**src/rtl/inst_fetch_queue.sv**
```systemverilog
// -----------------------------------------------------------------------------
// inst_fetch_queue
//   Consumer side of the PC interface. Takes fetch addresses from the PC unit
//   and reads instruction memory over a req/ack handshake of variable latency.
//   The resulting {pc, instr, fault} entries are queued in a FIFO for decode.
//   At most one memory fetch is outstanding at a time. A flush empties the
//   queue. It also discards a fetch that is still in flight: the memory
//   handshake is completed, but the returned data is not queued.
//
//   Optional feature macro: PREDECODE_EN
//     When defined, each entry also stores predecode fields, and extra head
//     outputs are present:
//       out_is_branch (beq), out_is_jump (j), out_br_off, out_j_idx.
//
// Ports
//   clk         rising-edge clock
//   ReSet_n     asynchronous active-low reset
//   pc_valid    PC unit offers a fetch address
//   pc_in       fetch address
//   pc_ready    address is accepted when pc_valid & pc_ready
//   flush       redirect: drop the queue and any in-flight fetch
//   imem_req    memory request, held high until imem_ack
//   imem_addr   request address, stable while imem_req is high
//   imem_ack    response valid (only honoured while imem_req is high)
//   imem_rdata  instruction word, valid together with imem_ack
//   out_valid   queue head valid
//   out_ready   decode consumes the head entry
//   out_pc      head fetch address
//   out_instr   head instruction (0 for faulted entries)
//   out_fault   head address was misaligned
// -----------------------------------------------------------------------------
module inst_fetch_queue #(
   parameter int DEPTH   = 4,
   parameter int PC_W    = 32,
   parameter int INSTR_W = 32
) (
   input  logic               clk,
   input  logic               ReSet_n,
   input  logic               pc_valid,
   input  logic [PC_W-1:0]    pc_in,
   output logic               pc_ready,
   input  logic               flush,
   output logic               imem_req,
   output logic [PC_W-1:0]    imem_addr,
   input  logic               imem_ack,
   input  logic [INSTR_W-1:0] imem_rdata,
   output logic               out_valid,
   input  logic               out_ready,
   output logic [PC_W-1:0]    out_pc,
   output logic [INSTR_W-1:0] out_instr,
`ifdef PREDECODE_EN
   output logic               out_is_branch,
   output logic               out_is_jump,
   output logic [31:0]        out_br_off,
   output logic [25:0]        out_j_idx,
`endif
   output logic               out_fault
);

   localparam int AW = (DEPTH > 1) ? $clog2(DEPTH) : 1;
   localparam int CW = AW + 1;

   typedef enum logic [1:0] {
      ST_IDLE = 2'd0,
      ST_BUSY = 2'd1,
      ST_DROP = 2'd2
   } state_e;

   state_e              state_q;
   logic                imem_req_q;
   logic [PC_W-1:0]     imem_addr_q;

   logic [AW-1:0]       wr_ptr_q, wr_ptr_d;
   logic [AW-1:0]       rd_ptr_q, rd_ptr_d;
   logic [CW-1:0]       cnt_q, cnt_d;

   logic [PC_W-1:0]     pc_mem_q    [DEPTH];
   logic [INSTR_W-1:0]  instr_mem_q [DEPTH];
   logic                fault_mem_q [DEPTH];

   logic                accept_s;
   logic                misalign_s;
   logic                ack_s;
   logic                push_s;
   logic                pop_s;
   logic [PC_W-1:0]     push_pc_s;
   logic [INSTR_W-1:0]  push_instr_s;
   logic                push_fault_s;
   logic                head_valid_s;

`ifdef PREDECODE_EN
   logic                br_mem_q   [DEPTH];
   logic                jmp_mem_q  [DEPTH];
   logic [31:0]         off_mem_q  [DEPTH];
   logic [25:0]         jidx_mem_q [DEPTH];

   // Predecode helpers (MIPS-style opcode in bits 31:26)
   function automatic logic f_is_branch(input logic [31:0] w);
      return (w[31:26] == 6'b000100);
   endfunction

   function automatic logic f_is_jump(input logic [31:0] w);
      return (w[31:26] == 6'b000010);
   endfunction

   function automatic logic [31:0] f_br_off(input logic [31:0] w);
      return {{16{w[15]}}, w[15:0]};
   endfunction
`endif

   // No new address is taken while a fetch is outstanding. The queue count
   // cannot grow past DEPTH, because a fetch is only started when a slot is
   // free, and only one fetch can be in flight at a time.
   assign pc_ready   = (state_q == ST_IDLE) & ~flush & (cnt_q < CW'(DEPTH));
   assign accept_s   = pc_valid & pc_ready;
   assign misalign_s = (pc_in[1:0] != 2'b00);
   assign ack_s      = imem_ack & imem_req_q;
   assign imem_req   = imem_req_q;
   assign imem_addr  = imem_addr_q;

   // Push source: misaligned addresses bypass memory; otherwise the memory response
   always_comb begin
      push_s       = 1'b0;
      push_pc_s    = imem_addr_q;
      push_instr_s = imem_rdata;
      push_fault_s = 1'b0;
      if (accept_s && misalign_s) begin
         push_s       = 1'b1;
         push_pc_s    = pc_in;
         push_instr_s = '0;
         push_fault_s = 1'b1;
      end else if ((state_q == ST_BUSY) && ack_s && !flush) begin
         push_s       = 1'b1;
      end else begin
         push_s       = 1'b0;
      end
   end

   assign head_valid_s = (cnt_q != '0);
   assign pop_s        = head_valid_s & out_ready & ~flush;

   // Queue pointer and occupancy next state
   always_comb begin
      wr_ptr_d = wr_ptr_q;
      rd_ptr_d = rd_ptr_q;
      cnt_d    = cnt_q;
      if (flush) begin
         wr_ptr_d = '0;
         rd_ptr_d = '0;
         cnt_d    = '0;
      end else begin
         if (push_s) begin
            wr_ptr_d = wr_ptr_q + AW'(1);
         end else begin
            wr_ptr_d = wr_ptr_q;
         end
         if (pop_s) begin
            rd_ptr_d = rd_ptr_q + AW'(1);
         end else begin
            rd_ptr_d = rd_ptr_q;
         end
         case ({push_s, pop_s})
            2'b10:   cnt_d = cnt_q + CW'(1);
            2'b01:   cnt_d = cnt_q - CW'(1);
            default: cnt_d = cnt_q;
         endcase
      end
   end

   // Queue control registers
   always_ff @(posedge clk or negedge ReSet_n) begin
      if (!ReSet_n) begin
         wr_ptr_q <= '0;
         rd_ptr_q <= '0;
         cnt_q    <= '0;
      end else begin
         wr_ptr_q <= wr_ptr_d;
         rd_ptr_q <= rd_ptr_d;
         cnt_q    <= cnt_d;
      end
   end

   // Fetch FSM: owns the memory request and its address
   always_ff @(posedge clk or negedge ReSet_n) begin
      if (!ReSet_n) begin
         state_q     <= ST_IDLE;
         imem_req_q  <= 1'b0;
         imem_addr_q <= '0;
      end else begin
         case (state_q)
            ST_IDLE: begin
               if (accept_s && !misalign_s) begin
                  state_q     <= ST_BUSY;
                  imem_req_q  <= 1'b1;
                  imem_addr_q <= pc_in;
               end
            end
            ST_BUSY: begin
               if (ack_s) begin
                  state_q    <= ST_IDLE;
                  imem_req_q <= 1'b0;
               end else if (flush) begin
                  // Request stays up with the same address; the data will be discarded
                  state_q <= ST_DROP;
               end
            end
            ST_DROP: begin
               if (ack_s) begin
                  state_q    <= ST_IDLE;
                  imem_req_q <= 1'b0;
               end
            end
            default: begin
               state_q    <= ST_IDLE;
               imem_req_q <= 1'b0;
            end
         endcase
      end
   end

   // Entry storage; contents are only visible while counted as valid
   always_ff @(posedge clk) begin
      if (push_s) begin
         pc_mem_q[wr_ptr_q]    <= push_pc_s;
         instr_mem_q[wr_ptr_q] <= push_instr_s;
         fault_mem_q[wr_ptr_q] <= push_fault_s;
`ifdef PREDECODE_EN
         br_mem_q[wr_ptr_q]    <= ~push_fault_s & f_is_branch(push_instr_s);
         jmp_mem_q[wr_ptr_q]   <= ~push_fault_s & f_is_jump(push_instr_s);
         off_mem_q[wr_ptr_q]   <= push_fault_s ? 32'h0000_0000 : f_br_off(push_instr_s);
         jidx_mem_q[wr_ptr_q]  <= push_fault_s ? 26'h000_0000 : push_instr_s[25:0];
`endif
      end
   end

   // Head outputs are forced to zero when the queue is empty
   assign out_valid = head_valid_s;
   assign out_pc    = head_valid_s ? pc_mem_q[rd_ptr_q]    : '0;
   assign out_instr = head_valid_s ? instr_mem_q[rd_ptr_q] : '0;
   assign out_fault = head_valid_s & fault_mem_q[rd_ptr_q];

`ifdef PREDECODE_EN
   assign out_is_branch = head_valid_s & br_mem_q[rd_ptr_q];
   assign out_is_jump   = head_valid_s & jmp_mem_q[rd_ptr_q];
   assign out_br_off    = head_valid_s ? off_mem_q[rd_ptr_q]  : 32'h0000_0000;
   assign out_j_idx     = head_valid_s ? jidx_mem_q[rd_ptr_q] : 26'h000_0000;
`endif

endmodule

```
**config.mk**
```make
export PLATFORM = sky130hd
export DESIGN_NAME = inst_fetch_queue
export DESIGN_NICKNAME = d
export VERILOG_FILES = /design/src/rtl/inst_fetch_queue.sv
export SDC_FILE = /design/constraint.sdc
export NUM_CORES = 1
export LEC_CHECK = 0
export CAP_MARGIN = 20
export CORE_MARGIN = 3
export CORE_UTILIZATION = 51
export CTS_CLUSTER_SIZE = 16
export DETAILED_ROUTE_END_ITERATION = 10
export PLACE_DENSITY = 0.79
export SYNTH_ARGS = -nofsm -noshare
export SYNTH_HDL_FRONTEND = slang
export SYNTH_SLANG_ARGS = --single-unit
```
**constraint.sdc**
```tcl
create_clock -name clk -period 4.18 [get_ports clk]
set_input_delay 0.836 -clock clk [delete_from_list [all_inputs] [get_ports clk]]
set_output_delay 0.836 -clock clk [all_outputs]
set_load 0.01 [all_outputs]
```
## After elaboration in Yosys (flattened, before gate mapping)

Memories as Yosys holds them, arrays and structs flattened.
Cells that the tools add are included.

| word-level totals | value |
|---|---|
| logic and storage cells | 69 |
| input port bits | 70 |
| output and inout port bits | 100 |
| register bits after elaboration | 42 |
| RAM bits | 260 |
| memories kept | 3 |

| operators by class | value |
|---|---|
| equality and inequality tests | 8 |
| bitwise logic cells | 8 |
| reductions and logical operators | 16 |
| $lt $le $gt $ge | 1 |
| $add $sub $neg | 4 |
| mux-type cells | 23 |

Memory list:

| memory | words | bits a word | read ports | clocked after memory_dff | write ports | line | RTL |
|---|---|---|---|---|---|---|---|
| instr_mem_q | 4 | 32 | 1 | 0 | 1 | 78 | `logic [INSTR_W-1:0] instr_mem_q [DEPTH];` |
| pc_mem_q | 4 | 32 | 1 | 0 | 1 | 77 | `logic [PC_W-1:0] pc_mem_q [DEPTH];` |
| fault_mem_q | 4 | 1 | 1 | 0 | 1 | 79 | `logic fault_mem_q [DEPTH];` |

Operators by type and width:

| operator | number |
|---|---|
| $mux 32 | 4 |
| $mux 2 | 8 |
| $and 1x1->1 | 7 |
| $mux 1 | 7 |
| $pmux 2 s3 | 1 |
| $pmux 3 s2 | 1 |
| $reduce_bool 2->1 | 3 |
| $reduce_bool 3->1 | 2 |
| $add 2x1->2 const B | 2 |
| $eq 2x1->1 const B | 2 |
| $eq 2x2->1 const B | 2 |
| $logic_and 1x1->1 | 4 |
| $ne 2x1->1 const B | 2 |
| $reduce_and 2->1 | 2 |
| $add 3x1->3 const B | 1 |
| $lt 3x3->1 const B | 1 |
| $mux 3 | 1 |
| $ne 3x3->1 const B | 1 |
| $reduce_and 3->1 | 1 |
| $sub 3x1->3 const B | 1 |
| $logic_not 1->1 | 2 |
| $logic_not 2->1 | 1 |
| $ne 2x2->1 const B | 1 |
| $pmux 1 s2 | 1 |
| other kinds (2) | 2 |

## Longest topological paths before layout

| logic depth | value |
|---|---|
| depth in word-level cells | 9 |
| gate-level depth with buffers | 9 |
| mapped depth without buffers | 9 |

## Worst setup path after synthesis

Ideal clock, no wire load.

| path | value |
|---|---|
| path type | input to register |
| start point | in flush |
| end point | mem fault_mem_q[1] (enable) |
| library setup time | 0.430 ns |
| arrival | 2.905 ns |
| slack | 0.845 ns |
| data required time | 3.750 ns |
| cell stages on the path | 3 |
| cells stage by stage | nand4bb_4 > o21ai_4 > and2_1 |

| on the way | value |
|---|---|
| word-level cells in the longest chain between the ends | 8 |
| elaborated cells between the ends (all ways) | 11 |
| those cells by class | mux: 4; bitwise: 4; reduce/logical: 3 |

RTL lines:

| what | line | RTL |
|---|---|---|
| start, declared | 42 | `input logic flush,` |
| $not 1->1 | 114 | `assign pc_ready = (state_q == ST_IDLE) & ~flush & (cnt_q < CW'(DEPTH));` |
| $and 1x1->1 (2 in a row) | 114 |  |
| $and 1x1->1 | 115 | `assign accept_s = pc_valid & pc_ready;` |
| $logic_and 1x1->1 | 127 | `if (accept_s && misalign_s) begin` |
| $mux 1 (*) | 127 |  |
| $mux 1 (*) | 223 | `if (push_s) begin` |
| $mux 1 (not written as such) (*) | 226 | `fault_mem_q[wr_ptr_q] <= push_fault_s;` |
| end, declared | 79 |  |

Mark *: on every way between the ends. The rest lies on a longest branch, timed or not.

## Worst setup path in the final report

| path | value |
|---|---|
| start point | reg rd_ptr_q[0] |
| end point | out out_pc[6] |

| on the way | value |
|---|---|
| word-level cells in the longest chain between the ends | 2 |

RTL lines:

| what | line | RTL |
|---|---|---|
| start, declared | 74 | `logic [AW-1:0] rd_ptr_q, rd_ptr_d;` |
| start signal, assigned | 178 | `rd_ptr_q <= rd_ptr_d;` |
| $mem_v2 4x32 | - |  |
| $mux 32 | 238 | `assign out_pc = head_valid_s ? pc_mem_q[rd_ptr_q] : '0;` |
| end, declared | 49 | `output logic [PC_W-1:0] out_pc,` |

Every way passes these cells.

==> metrics <==
Via Count=6296; Die X=161 µm; R2R depth=9; combinational family with the most area after synthesis=multiplexers; initial drt markers=456; # diodes=0; worst-skew pair later-pin latency=540 ps; gr usage total=19.2%; CTS HTree Levels=1; worst setup slack after layout=485 ps; Power Density=639 nW/µm²; final-report setup violation count=0; fin crit period=3690 ps; Via density=5.47; number of global-route vias before repair=6880; final std cells w/o fill=1150; RSZ-0062 raised after global routing=false; row cnt=56; post-synthesis cell area=12300 µm²; skew final=11.9 ps; HPWL after detailed placement=15.8 mm; Gate Count Post-Synth=625; io pins=170; initial antenna violation count=0; multiplexer share of the synthesized area=17.9%; FMAX=271 MHz; cts hold-fix bufs=0; Max Fanout on Critical Path=29; RR Endpoint=cnt_q[2]; Layout Nets=888; largest net degree at the start of global routing=68; DRC=0; leakage=0.00522 µW; critical path capture point type=output pin; CTS buffer count=29; CTS tree=built; Synth Area in Compound Gates=0.621%; placed instance count=1095; Final GP Congestion=0.769; starting density of the core=52.2%; syn_area_per_cell=19.7 µm²; count of antenna-violating nets left after detailed routing=0; Post-Synth Adder-Cell Area=0.978%; GRT overflow=0; Worst EP arrival=2860 ps; max-cap check violation count=0; worst path required time=3340 ps; area delta synth->final=26.0%; period utilization=88.4%; Synth warnings=0; R2R setup slack=1580 ps; fraction of final layout cells sized beyond drive strength 1=24.7%; slew margin rel.=58.7%; XOR/XNOR share of the synthesized area=0.285%; clock-pin transition on the worst setup and hold timing paths=70 ps; synthesis-stage register bit count=302; Total Die Area=26000 µm²; post-synthesis sequential area ratio=72.1%; Wirelength per Cell=21.6 µm; post-CTS setup buffers=0; DRT Pass-1 Iters=4; die outline height=161 µm; CTS max path bufs=3; Fin. Hold Viols=0; Setup CP Type=flop to output pin; CTS resizes=0; post-place setup slack=704 ps; Startpoint Class=flop; clock root buffer=clkbuf_16; Synth Net Count=704; clock sinks=302; Worst VDD drop=0.393 mV; total power=9890 µW; status=finished, final reports clean; HP Class=input pin to async pin; Least-Margin Pin Slew=619 ps; Slew Limit Fails=0; reg2reg start=state_q[1]; drt total wl=24.8 mm; Yosys cell types=34; Buffers on Ports=169; Setup TNS=0 ps; core area=23500 µm²; Synth Area in Simple Gates=6.71%; first-pass GRT wire length=38.9 mm
through the flow:
stage / hold slack [ps] / utilization, % / cell area, µm²
6_report: 210 / 65.8 / 15500
5_1_grt: 223 / 65.8 / 15500
4_1_cts: 533 / 65.6 / 15400
3_5_place_dp: 510 / 61.3 / 14400
3_3_place_gp: 499 / 61.3 / 14400
2_1_floorplan: 491 / - / 12300
state kept, by name, summed over array words and instances (netlist names):
signal       cells
state_q          2
imem_req         1
imem_addr       32
wr_ptr_q         2
pc_mem_q       128
instr_mem_q    128
fault_mem_q      4
cnt_q            3
rd_ptr_q         2
power breakdown:
part | internal [µW] | leakage (µW) | switching [µW]
Clock | 1650 | 0.000497 | 1080
Combinational | 1780 | 0.00184 | 1380
Sequential | 3760 | 0.00289 | 228
Total | 7200 | 0.00522 | 2690
cells by family after synthesis:
group | Yosys count
compound gates | 9
mux | 131
flops | 302
xor+xnor | 4
fa+ha+maj | 9
simple gates | 132
buf+inv | 38
critical path, cell delays in order, from the launching register on:
cell and delay [ps]:
dfrtp_4 800, buf_4 330, mux4_2 540, and2_1 180, clkdlybuf4s50_1 470
synthesized netlist by cell type:
cell	instances	area (µm²)
buf_1	1	3.75
and2_1	74	463
nand4b_1	1	8.76
edfxtp_1	260	7810
a32o_1	1	10.0
nand2_1	5	18.8
inv_1	6	22.5
nand3_2	1	10.0
a22o_1	1	8.76
o31ai_2	1	12.5
or3_1	1	6.26
nor3b_2	1	12.5
dfrtp_1	42	1050
o21ai_0	3	15.0
mux2i_1	3	30.0
mux2_2	63	709
mux4_2	65	1460
buf_4	3	22.5
nor3_1	1	5.00
buf_2	11	55.1
xnor2_1	2	17.5
ha_1	8	100
nand2b_1	1	6.26
a21oi_1	1	5.00
nor2_2	1	6.26
fa_1	1	20.0
nand3_1	1	5.00
nor2_1	8	30.0
o21ai_4	1	16.3
xor2_1	2	17.5
nor2b_1	36	225
o2bb2ai_1	1	8.76
clkbuf_1	17	63.8
nand4bb_4	1	27.5
per-layer routing:
| layer | vias to the layer above | GRT usage, % | share of wire (%) |
|---|---|---|---|
| met1 | 3253 | 26.1 | 42 |
| met3 | 35 | 3.59 | 5.9 |
| met4 | 0 | 4.46 | 1.5 |
| met2 | 201 | 32.6 | 51 |
| met5 | - | 0 | 0 |
| li1 | 2807 | - | - |
layout make-up:
type / instances / area, µm²
inverter: 6 / 22.5
clock buffer: 33 / 741
timing repair buffer: 185 / 1910
multi-input combinational: 285 / 3280
fill: 1570 / 8060
sequential: 302 / 8860
tap: 319 / 399
clock inverter: 20 / 272
layout by cell type, fill, tap and decap left out, drive strengths merged, types with 2 or more instances in the layout:
cell type      Yosys  layout
clkinv             0      11
bufinv             0       6
mux2              63      63
inv                6       8
nand3              2       2
dfrtp             42      42
clkbuf            17      33
buf               15      17
xor2               2       2
clkdlybuf4s50      0     168
edfxtp           260     260
nor2               9       9
ha                 8       8
xnor2              2       2
mux4              65      65
nand2              5       5
nor2b             36      36
mux2i              3       3
o21ai              4       4
and2              74      74
worst max-delay path by stage:
| stage | depth (start not counted) | endpoint | slack [ps] | startpoint |
|---|---|---|---|---|
| floorplan | 3 | fault_mem_q[1] | 840 | flush |
| global route | 4 | out_instr[13] | 310 | rd_ptr_q[0] |
| CTS | 4 | out_instr[13] | 390 | rd_ptr_q[0] |
| detailed placement | 8 | cnt_q[2] | 700 | flush |
| global placement | 8 | cnt_q[2] | 790 | flush |
| finish | 4 | out_pc[6] | 490 | rd_ptr_q[0] |
No activity file was read; power rests on OpenSTA's default activity.
